<file path="config.mk">
export PLATFORM = sky130hd
export DESIGN_NAME = xgmii_rx_deframer_flat
export DESIGN_NICKNAME = d
export VERILOG_FILES = /design/src/rtl/xgmii_rx_deframer_if.sv /design/src/rtl/xgmii_rx_deframer.sv /design/src/flat_wrapper.sv
export SDC_FILE = /design/constraint.sdc
export NUM_CORES = 1
export LEC_CHECK = 0
export BUFFER_PORTS_ARGS = -buffer_cell sky130_fd_sc_hd__buf_2
export CAP_MARGIN = 20
export CORE_ASPECT_RATIO = 1.25
export CORE_UTILIZATION = 55
export CTS_CLUSTER_DIAMETER = 40
export DETAILED_ROUTE_END_ITERATION = 8
export GPL_TIMING_DRIVEN = 1
export PLACE_DENSITY_LB_ADDON = 0.2
export SKIP_CTS_REPAIR_TIMING = 1
export SYNTH_ARGS = -nofsm -noshare
export SYNTH_HDL_FRONTEND = slang
export SYNTH_SLANG_ARGS = --single-unit
</file>
<file path="constraint.sdc">
create_clock -name i_clk -period 3.7 [get_ports i_clk]
set_input_delay 0.555 -clock i_clk [delete_from_list [all_inputs] [get_ports i_clk]]
set_output_delay 0.555 -clock i_clk [all_outputs]
set_load 0.005 [all_outputs]
</file>
<file path="src/rtl/xgmii_rx_deframer_if.sv">
// xgmii_rx_deframer_if: XGMII receive word bus in, AXI-Stream payload bus out.
interface xgmii_rx_deframer_if #(parameter int DATA_WIDTH = 32);
  logic [DATA_WIDTH-1:0]   i_xgmii_rxd;
  logic [DATA_WIDTH/8-1:0] i_xgmii_rxc;
  logic                    i_xgmii_valid;
  logic [DATA_WIDTH/8-1:0] i_term_loc;
  logic [DATA_WIDTH-1:0]   o_axis_tdata;
  logic [DATA_WIDTH/8-1:0] o_axis_tkeep;
  logic                    o_axis_tvalid;
  logic                    o_axis_tlast;
  logic                    o_axis_tuser;
  logic                    o_frame_err;
  modport master (
    output i_xgmii_rxd, i_xgmii_rxc, i_xgmii_valid, i_term_loc,
    input  o_axis_tdata, o_axis_tkeep, o_axis_tvalid, o_axis_tlast, o_axis_tuser, o_frame_err
  );
  modport slave (
    input  i_xgmii_rxd, i_xgmii_rxc, i_xgmii_valid, i_term_loc,
    output o_axis_tdata, o_axis_tkeep, o_axis_tvalid, o_axis_tlast, o_axis_tuser, o_frame_err
  );
endinterface

</file>
<file path="src/rtl/xgmii_rx_deframer.sv">
// xgmii_rx_deframer: strips preamble/SFD/FCS from 32-bit XGMII words, emits AXI-Stream with error on tlast.
// Define XGMII_RX_CRC_CHECK_EN to include the CRC-32 check.
module xgmii_rx_deframer #(
  parameter int DATA_WIDTH      = 32,
  parameter int MIN_FRAME_BYTES = 64
) (
  input logic               i_clk,
  input logic               i_reset_n,
  xgmii_rx_deframer_if.slave bus
);
  typedef enum logic [1:0] {IDLE, PREAMBLE, DATA, FLUSH} state_t;
  state_t                state_q, state_d;
  logic [DATA_WIDTH-1:0] s1_q, s1_d, s2_q, s2_d, tdata_q, tdata_d;
  logic [1:0]            fill_q, fill_d, k_q, k_d;
  logic                  err_q, err_d, ferr_q, ferr_d;
  logic [15:0]           bytes_q, bytes_d;
  logic [3:0]            tkeep_q, tkeep_d;
  logic                  tvalid_q, tvalid_d, tlast_q, tlast_d, tuser_q, tuser_d, frame_err_q, frame_err_d;
  logic                  v, start, sfd, term, runt, crc_bad, bad;
  logic [1:0]            k;
  assign v     = bus.i_xgmii_valid;
  assign start = v && bus.i_xgmii_rxc == 4'b0001 && bus.i_xgmii_rxd == 32'h555555FB;
  assign sfd   = bus.i_xgmii_rxc == 4'b0000 && bus.i_xgmii_rxd == 32'hD5555555;
  assign term  = |bus.i_term_loc;
  assign k     = bus.i_term_loc[3] ? 2'd3 : bus.i_term_loc[2] ? 2'd2 : bus.i_term_loc[1] ? 2'd1 : 2'd0;
  assign runt  = ({1'b0, bytes_q} + {15'd0, k}) < 17'(MIN_FRAME_BYTES);
  assign bad   = err_q | runt | crc_bad;
`ifdef XGMII_RX_CRC_CHECK_EN
  logic [31:0] crc_q, crc_d, crc_n, crc_rev;
  function automatic logic [31:0] crc_bytes(input logic [31:0] c_in, input logic [31:0] w, input logic [2:0] n);
    logic [31:0] c;
    c = c_in;
    for (int i = 0; i < 4; i++)
      if (3'(i) < n) begin
        c = c ^ {24'h0, w[8*i +: 8]};
        for (int b = 0; b < 8; b++) c = c[0] ? (c >> 1) ^ 32'hEDB88320 : c >> 1;
      end
    return c;
  endfunction
  assign crc_n   = crc_bytes(crc_q, bus.i_xgmii_rxd, term ? {1'b0, k} : 3'd4);
  // the residue constant is quoted in MSB-first order, the register is LSB-first
  assign crc_rev = {<<{crc_n}};
  assign crc_bad = crc_rev != 32'hC704DD7B;
  always_comb crc_d = (state_q == PREAMBLE && v && sfd) ? 32'hFFFFFFFF : (state_q == DATA && v) ? crc_n : crc_q;
  always_ff @(posedge i_clk or negedge i_reset_n)
    if (!i_reset_n) crc_q <= 32'hFFFFFFFF;
    else crc_q <= crc_d;
`else
  assign crc_bad = 1'b0;
`endif
  always_comb begin
    state_d  = state_q;
    s1_d     = s1_q;
    s2_d     = s2_q;
    fill_d   = fill_q;
    k_d      = k_q;
    err_d    = err_q;
    ferr_d   = ferr_q;
    bytes_d  = bytes_q;
    tdata_d  = tdata_q;
    tkeep_d  = tkeep_q;
    tvalid_d = 1'b0;
    tlast_d  = 1'b0;
    tuser_d  = 1'b0;
    unique case (state_q)
      IDLE: state_d = start ? PREAMBLE : IDLE;
      PREAMBLE: if (v) begin
        state_d = sfd ? DATA : IDLE;
        fill_d  = 2'd0;
        err_d   = 1'b0;
        bytes_d = 16'd0;
      end
      DATA: if (v && !term) begin
        tvalid_d = fill_q == 2'd2;
        tdata_d  = fill_q == 2'd2 ? s2_q : tdata_q;
        tkeep_d  = fill_q == 2'd2 ? 4'hF : tkeep_q;
        s2_d     = s1_q;
        s1_d     = bus.i_xgmii_rxd;
        fill_d   = fill_q == 2'd2 ? 2'd2 : fill_q + 2'd1;
        err_d    = err_q | (|bus.i_xgmii_rxc);
        bytes_d  = bytes_q > 16'hFFFB ? 16'hFFFF : bytes_q + 16'd4;
      end else if (v) begin
        // fill 2 emits s2 now (s1 later in FLUSH unless it is all FCS); fill 1 is a truncated frame
        k_d      = k;
        ferr_d   = bad;
        state_d  = (fill_q == 2'd2 && k != 2'd0) ? FLUSH : IDLE;
        tvalid_d = fill_q != 2'd0;
        tdata_d  = fill_q == 2'd2 ? s2_q : fill_q == 2'd1 ? s1_q : tdata_q;
        tkeep_d  = fill_q != 2'd0 ? 4'hF : tkeep_q;
        tlast_d  = fill_q == 2'd1 || (fill_q == 2'd2 && k == 2'd0);
        tuser_d  = fill_q == 2'd1 || (fill_q == 2'd2 && k == 2'd0 && bad);
      end
      FLUSH: begin
        state_d  = start ? PREAMBLE : IDLE;
        tvalid_d = 1'b1;
        tdata_d  = s1_q;
        tkeep_d  = (4'b0001 << k_q) - 4'd1;
        tlast_d  = 1'b1;
        tuser_d  = ferr_q;
      end
    endcase
    frame_err_d = tlast_d & tuser_d;
  end
  always_ff @(posedge i_clk or negedge i_reset_n)
    if (!i_reset_n) begin
      state_q     <= IDLE;
      s1_q        <= '0;
      s2_q        <= '0;
      fill_q      <= 2'd0;
      k_q         <= 2'd0;
      err_q       <= 1'b0;
      ferr_q      <= 1'b0;
      bytes_q     <= 16'd0;
      tdata_q     <= '0;
      tkeep_q     <= 4'h0;
      tvalid_q    <= 1'b0;
      tlast_q     <= 1'b0;
      tuser_q     <= 1'b0;
      frame_err_q <= 1'b0;
    end else begin
      state_q     <= state_d;
      s1_q        <= s1_d;
      s2_q        <= s2_d;
      fill_q      <= fill_d;
      k_q         <= k_d;
      err_q       <= err_d;
      ferr_q      <= ferr_d;
      bytes_q     <= bytes_d;
      tdata_q     <= tdata_d;
      tkeep_q     <= tkeep_d;
      tvalid_q    <= tvalid_d;
      tlast_q     <= tlast_d;
      tuser_q     <= tuser_d;
      frame_err_q <= frame_err_d;
    end
  assign bus.o_axis_tdata  = tdata_q;
  assign bus.o_axis_tkeep  = tkeep_q;
  assign bus.o_axis_tvalid = tvalid_q;
  assign bus.o_axis_tlast  = tlast_q;
  assign bus.o_axis_tuser  = tuser_q;
  assign bus.o_frame_err   = frame_err_q;
endmodule

</file>
<file path="src/flat_wrapper.sv">
// flat-port wrapper written by rule: the top's interface ports become plain ports
module xgmii_rx_deframer_flat 
#(
  parameter int DATA_WIDTH      = 32,
  parameter int MIN_FRAME_BYTES = 64
)
  (i_clk, i_reset_n, bus_i_xgmii_rxd, bus_i_xgmii_rxc, bus_i_xgmii_valid, bus_i_term_loc, bus_o_axis_tdata, bus_o_axis_tkeep, bus_o_axis_tvalid, bus_o_axis_tlast, bus_o_axis_tuser, bus_o_frame_err);
  xgmii_rx_deframer_if #(.DATA_WIDTH(DATA_WIDTH)) bus_i ();
  input logic i_clk;
  input logic i_reset_n;
  input wire logic [$bits(bus_i.i_xgmii_rxd)-1:0] bus_i_xgmii_rxd;
  input wire logic [$bits(bus_i.i_xgmii_rxc)-1:0] bus_i_xgmii_rxc;
  input wire logic [$bits(bus_i.i_xgmii_valid)-1:0] bus_i_xgmii_valid;
  input wire logic [$bits(bus_i.i_term_loc)-1:0] bus_i_term_loc;
  output wire logic [$bits(bus_i.o_axis_tdata)-1:0] bus_o_axis_tdata;
  output wire logic [$bits(bus_i.o_axis_tkeep)-1:0] bus_o_axis_tkeep;
  output wire logic [$bits(bus_i.o_axis_tvalid)-1:0] bus_o_axis_tvalid;
  output wire logic [$bits(bus_i.o_axis_tlast)-1:0] bus_o_axis_tlast;
  output wire logic [$bits(bus_i.o_axis_tuser)-1:0] bus_o_axis_tuser;
  output wire logic [$bits(bus_i.o_frame_err)-1:0] bus_o_frame_err;
  assign bus_i.i_xgmii_rxd = bus_i_xgmii_rxd;
  assign bus_i.i_xgmii_rxc = bus_i_xgmii_rxc;
  assign bus_i.i_xgmii_valid = bus_i_xgmii_valid;
  assign bus_i.i_term_loc = bus_i_term_loc;
  assign bus_o_axis_tdata = bus_i.o_axis_tdata;
  assign bus_o_axis_tkeep = bus_i.o_axis_tkeep;
  assign bus_o_axis_tvalid = bus_i.o_axis_tvalid;
  assign bus_o_axis_tlast = bus_i.o_axis_tlast;
  assign bus_o_axis_tuser = bus_i.o_axis_tuser;
  assign bus_o_frame_err = bus_i.o_frame_err;
  xgmii_rx_deframer #(.DATA_WIDTH(DATA_WIDTH), .MIN_FRAME_BYTES(MIN_FRAME_BYTES)) u_core (.i_clk(i_clk), .i_reset_n(i_reset_n), .bus(bus_i));
endmodule
</file>
## Yosys cells after proc, flatten, opt, wreduce, memory -nomap -nowiden

Cells that the tools add are included.
W data, S select, Z words.

| operators by class | value |
|---|---|
| add/sub/neg operators | 4 |
| magnitude comparators | 2 |
| equal/unequal tests | 16 |
| shifts and indexed selects | 1 |
| mux-type cells | 41 |
| bitwise logic cells | 4 |
| reductions and logical operators | 26 |

Operators with widths:

| kind | count |
|---|---|
| $mux W32 | 5 |
| $pmux W32 S2 | 1 |
| $mux W16 | 3 |
| $eq A32 B31 Y1 const B | 1 |
| $eq A32 B32 Y1 const B | 1 |
| $pmux W16 S2 | 1 |
| $mux W2 | 10 |
| $add A16 B2 Y17 | 1 |
| $lt A17 B7 Y1 const B | 1 |
| $add A16 B3 Y16 const B | 1 |
| $gt A16 B16 Y1 const B | 1 |
| $mux W4 | 4 |
| $mux W1 | 10 |
| $reduce_and A3 Y1 | 3 |
| $pmux W1 S2 | 4 |
| $pmux W4 S2 | 1 |
| $reduce_and A4 Y1 | 2 |
| $reduce_bool A2 Y1 | 4 |
| $reduce_or A4 Y1 | 2 |
| $logic_and A1 B1 Y1 | 7 |
| $eq A2 B2 Y1 const B | 3 |
| $ne A2 B2 Y1 const B | 3 |
| $ne A3 B1 Y1 const B | 2 |
| $pmux W2 S3 | 1 |
| 18 further kinds | 22 |

| storage, ports and cells | value |
|---|---|
| flip-flop bits (word level) | 128 |
| bits of input ports | 43 |
| output and inout port bits | 40 |
| logic and storage cells | 108 |

## Depth between registers and ports, before layout

| logic depth | value |
|---|---|
| depth in word-level cells | 12 |
| mapped depth | 9 |
| mapped depth without buffers | 8 |

## Worst setup path before layout

Ideal clock, no wire load.

| timing | value |
|---|---|
| kind | input port to flip-flop |
| from | in bus_i_term_loc[2] |
| to | reg u_core.ferr_q |
| library setup time | 0.131 ns |
| arrival | 2.220 ns |
| required time | 3.569 ns |
| setup slack | 1.349 ns |
| stages | 8 |
| path buffers | 0 |
| cells stage by stage | or2_2 > ha_1 > a21oi_1 > a21o_1 > nor4b_1 > or3_1 > a41oi_1 > o21ai_1 |

| between the ends | value |
|---|---|
| longest elaborated chain between the ends | 5 |
| elaborated cells between the ends (all ways) | 10 |
| those cells by class | add/sub: 1; order compare: 1; mux: 2; bitwise: 2; reduce/logical: 4 |

RTL lines:

| item | line | source |
|---|---|---|
| from (decl) | flat_wrapper.sv:14 | `input wire logic [$bits(bus_i.i_term_loc)-1:0] bus_i_term_loc;` |
| $mux W2 or $reduce_or A4 Y1 (tied branches) | xgmii_rx_deframer.sv:25, xgmii_rx_deframer.sv:24 |  |
| $mux W2 or $logic_not A1 Y1 (tied branches) | xgmii_rx_deframer.sv:25, xgmii_rx_deframer.sv:73 |  |
| $add A16 B2 Y17 or $logic_and A1 B1 Y1 (tied branches) | xgmii_rx_deframer.sv:26, xgmii_rx_deframer.sv:73 |  |
| $lt A17 B7 Y1 or $not A1 Y1 (tied branches) | n/a |  |
| $or A1 B1 Y1 or $reduce_and A3 Y1 (tied branches) | n/a |  |
| to (signal assigned) | xgmii_rx_deframer.sv:127 | `ferr_q <= ferr_d;` |
| to (decl) | xgmii_rx_deframer.sv:15 | `logic err_q, err_d, ferr_q, ferr_d;` |

Several ways; a longest one is shown, not always the timed one.
A chain may end at the register's enable or synchronous reset.

## Worst setup path after layout

| timing | value |
|---|---|
| from | reg u_core.state_q[0] |
| to | reg u_core.tvalid_q (netlist: u_core.bus.o_axis_tvalid) |

| between the ends | value |
|---|---|
| longest elaborated chain between the ends | 2 |
| elaborated cells between the ends (all ways) | 3 |
| those cells by class | eq/ne: 2; mux: 1 |

RTL lines:

| item | line | source |
|---|---|---|
| from (decl) | xgmii_rx_deframer.sv:12 | `state_t state_q, state_d;` |
| from (signal assigned) | xgmii_rx_deframer.sv:121 | `state_q <= state_d;` |
| $eq A2 B2 Y1 | xgmii_rx_deframer.sv:65 | `unique case (state_q)` |
| $pmux W1 S2 * | xgmii_rx_deframer.sv:65 |  |
| via u_core.tvalid_d | xgmii_rx_deframer.sv:18 | `logic tvalid_q, tvalid_d, tlast_q, tlast_d, tuser_q, tuser_d, frame_err_q, frame_err_d;` |
| to (signal assigned) | xgmii_rx_deframer.sv:131 | `tvalid_q <= tvalid_d;` |
| to (decl) | xgmii_rx_deframer.sv:18 |  |

The timed path passes the listed nets; every way through them passes the cells marked *.

==> key figures <==
STA
  • RSZ-0062 raised after global routing: no
  • Hold_ws: 0.1677 ns
  • Rel. slew slack: 0.5527
  • FMAX: 421.5 MHz
  • Final Slew Violations: 0
  • Final hold vios: 0
  • Worst Max-Slew Pin Slew: 0.6710 ns
  • Period minus WS final: 2.372 ns
  • Clk_skew: 0.008134 ns
  • Setup slack after layout: 1.328 ns
  • Final setup viols: 0
  • Final worst path period share: 0.6412
  • Setup TNS: 0 ns

Layout
  • Layout Nets: 778
  • Proportion of layout cells with a drive suffix above 1: 0.1821
  • Final Cell Area: 7078 sq um
  • Area growth syn-to-layout: 18.40%
  • Non-Filler Instances: 869
  • Final core utilization: 0.6701

Detailed routing
  • Via density: 5.654
  • Routed wire length: 13820 microns
  • TritonRoute pass-1 iters: 6
  • Vias: 4913
  • Antenna-violating nets left: 0
  • Initial drt markers: 337
  • Residual DRC count: 0
  • DR WL/cell: 15.91 microns

Worst setup path
  • Critical path launch point type: flip-flop
  • Worst EP required: 4.03 ns
  • Crit Path Max Fanout: 35
  • CP bufs+invs: 2
  • Reg2reg end: u_core.bus.o_axis_tvalid
  • Top Family by Delay on Critical Path: simple AND/OR/NAND/NOR gates
  • Worst-path cell chain: inv_1, ha_1, nand2_1, nor2_4, buf_4, a21oi_1, o21ai_0
  • Crit end category: flip-flop
  • Reg2reg setup slack: 1.33 ns
  • Kind of critical path: flip-flop to flip-flop
  • Worst R2R Start: u_core.state_q[0]
  • WP data arrival: 2.70 ns
  • Crit-path max cell delay: 0.54 ns
  • Worst path slowest cell: nor2_4
  • R2r worst-path depth: 7

Clocking
  • H-tree lvl count: 4
  • CTS Sinks: 127
  • Num CTS Buffers: 17
  • Reg clk slew, reported paths: 0.05 ns
  • Later-pin clock latency in the skew report: 0.41 ns
  • Root Buffer: clkbuf_16
  • Clk buf depth: 2
  • CTS tree: yes

Pwr
  • LEAKAGE: 3.592 nW
  • Combinational Power Share: 0.088
  • Switch share: 0.2339
  • Clk pwr share: 0.477
  • Sequential cell fraction of total power: 0.435
  • P_sw: 828.3 uW
  • Ratio of total power to cell area: 500.4 nW/um^2
  • VDD IR-drop max: 307.1 uV
  • Power, Total: 3.542 mW
  • Int Power: 2.714 mW

Synth
  • Post-synth EDFFs: 0
  • Post-synth top area cell: dfrtp_1
  • Synth top area share: 0.5316
  • Count of different cell masters after synthesis: 56
  • Mapped Nets: 702
  • Mapped cell area: 5978 sq um
  • Count of state elements after synthesis: 127
  • Most used DFF post-synth: dfrtp_1
  • Main area contributors after synthesis: dfrtp_1 (53%), nand2_1 (14%), mux2i_1 (5.4%)
  • Gate Count Post-Synth: 648
  • Async SR Flop Fraction: 1.000
  • Syn_area_per_cell: 9.226 sq um
  • Yosys warning count: 0
  • Sequential fraction of the synthesis area: 0.5316

Run status
  • Status: finished clean

Die
  • Starting Density: 0.5660
  • Die Span X: 95.25 microns
  • Die ar.: 11290 sq um
  • # rows: 42
  • Core area: 10560 sq um
  • # IOs: 83
  • Die height: 118.6 microns

Global route
  • Initial antenna violation count: 1
  • Global route overflow: 0
  • Overall Global Routing Usage: 0.2635
  • Largest net degree at the start of global routing: 65
  • Number of global-route vias before repair: 4763
  • Global-route wire length before repair: 22690 microns

Flow run
  • Max-Cap Viols: 0

Place
  • Final HPWL DP: 9114 microns
  • DP Area: 6479 sq um
  • IO buf count: 82
  • Pre-CTS WS: 1.025 ns
  • Post-Place Cells: 837
  • Final GP Congestion: 0.9586

Hold path
  • Hold WC Path Type: primary input to asynchronous set/reset pin
==> power groups by stage <==
| stage | clock [mW] | sequential [mW] | combinational, mW |
|---|---|---|---|
| floorplan | 0 | 1.56 | 0.143 |
| global placement | 0 | 1.56 | 0.307 |
| detailed placement | 0 | 1.56 | 0.316 |
| CTS | 1.70 | 1.54 | 0.318 |
| global route | 1.76 | 1.55 | 0.351 |
| finish | 1.69 | 1.54 | 0.312 |
==> flip-flops by register name, indices dropped and copies added (netlist names) <==
register	cells
u_core.fill_q	2
u_core.err_q	1
u_core.bytes_q	15
u_core.state_q	2
u_core.bus.o_axis_tvalid	1
u_core.bus.o_axis_tkeep	4
u_core.s1_q	32
u_core.bus.o_frame_err	1
u_core.ferr_q	1
u_core.k_q	2
u_core.bus.o_axis_tlast	1
u_core.bus.o_axis_tdata	32
u_core.bus.o_axis_tuser	1
u_core.s2_q	32
==> cell type report <==
type	instances	area, sq um
Multi-Input combinational cell	477	2609
Fill cell	830	3485
Clock inverter	10	136.4
Tap cell	132	165.2
Inverter	11	41.29
Sequential cell	127	3178
Clock buffer	21	460.4
Timing Repair Buffer	90	485.5
Antenna cell	1	2.502
==> cells in the final DEF, fill, tap and decap left out, types with 3 or more instances in the layout <==
cell	count
nand2_1	218
dfrtp_1	127
buf_2	81
a21oi_1	46
nor2_1	41
mux2i_1	32
o21ai_0	17
clkbuf_16	17
inv_1	11
a22o_1	11
ha_1	11
nand3_1	9
o21ai_1	9
buf_4	8
and3_1	6
nand2b_1	5
a21o_1	5
nand4_1	4
nor3_1	4
o31ai_1	4
nor4b_1	4
a31oi_1	4
or2_2	3
a211o_1	3
and2_1	3
o2bb2ai_1	3
nor4bb_1	3
clkinv_2	3
bufinv_16	3
clkinvlp_4	3
==> worst reg2reg max path, cell delays in order (launching register included) <==
cell and delay, ns:
dfrtp_1 0.42, inv_1 0.09, ha_1 0.35, nand2_1 0.22, nor2_4 0.54, buf_4 0.47
a21oi_1 0.12, o21ai_0 0.08
==> Yosys cell counts, types with 9 or more instances <==
master / n
a21oi_1: 46
a22o_1: 11
buf_2: 17
clkbuf_1: 11
dfrtp_1: 127
ha_1: 11
inv_1: 11
mux2i_1: 32
nand2_1: 218
nand3_1: 10
nor2_1: 41
o21ai_0: 17
o21ai_1: 9
==> worst max path at each step <==
stage,startpoint,to,cells after the start
after global placement,bus_i_term_loc[2],u_core.ferr_q,9
final,u_core.state_q[0],u_core.bus.o_axis_tvalid,7
after floorplan,bus_i_term_loc[2],u_core.ferr_q,8
after global routing,u_core.state_q[0],u_core.bus.o_axis_tvalid,7
after detailed placement,bus_i_term_loc[2],u_core.ferr_q,9
after CTS,u_core.state_q[0],u_core.bus.o_axis_tvalid,7
==> layer usage <==
metal | share of wire | vias up | global-route usage
met1 | 0.43 | 2398 | 0.3341
met2 | 0.50 | 158 | 0.4304
met4 | 0.021 | 0 | 0.1013
li1 | - | 2337 | -
met5 | 0 | - | 0
met3 | 0.052 | 20 | 0.06306
==> cells by family after synthesis <==
group / share of synthesized area
adders and majority gates: 0.02302
xor gates and xnor gates: 0.002931
AOI/OAI and AO/OA: 0.1206
muxes: 0.05358
and+or+nand+nor: 0.2334
DFF: 0.5316
buffers and inverters: 0.03495
No activity file was read; power rests on OpenSTA's default activity.
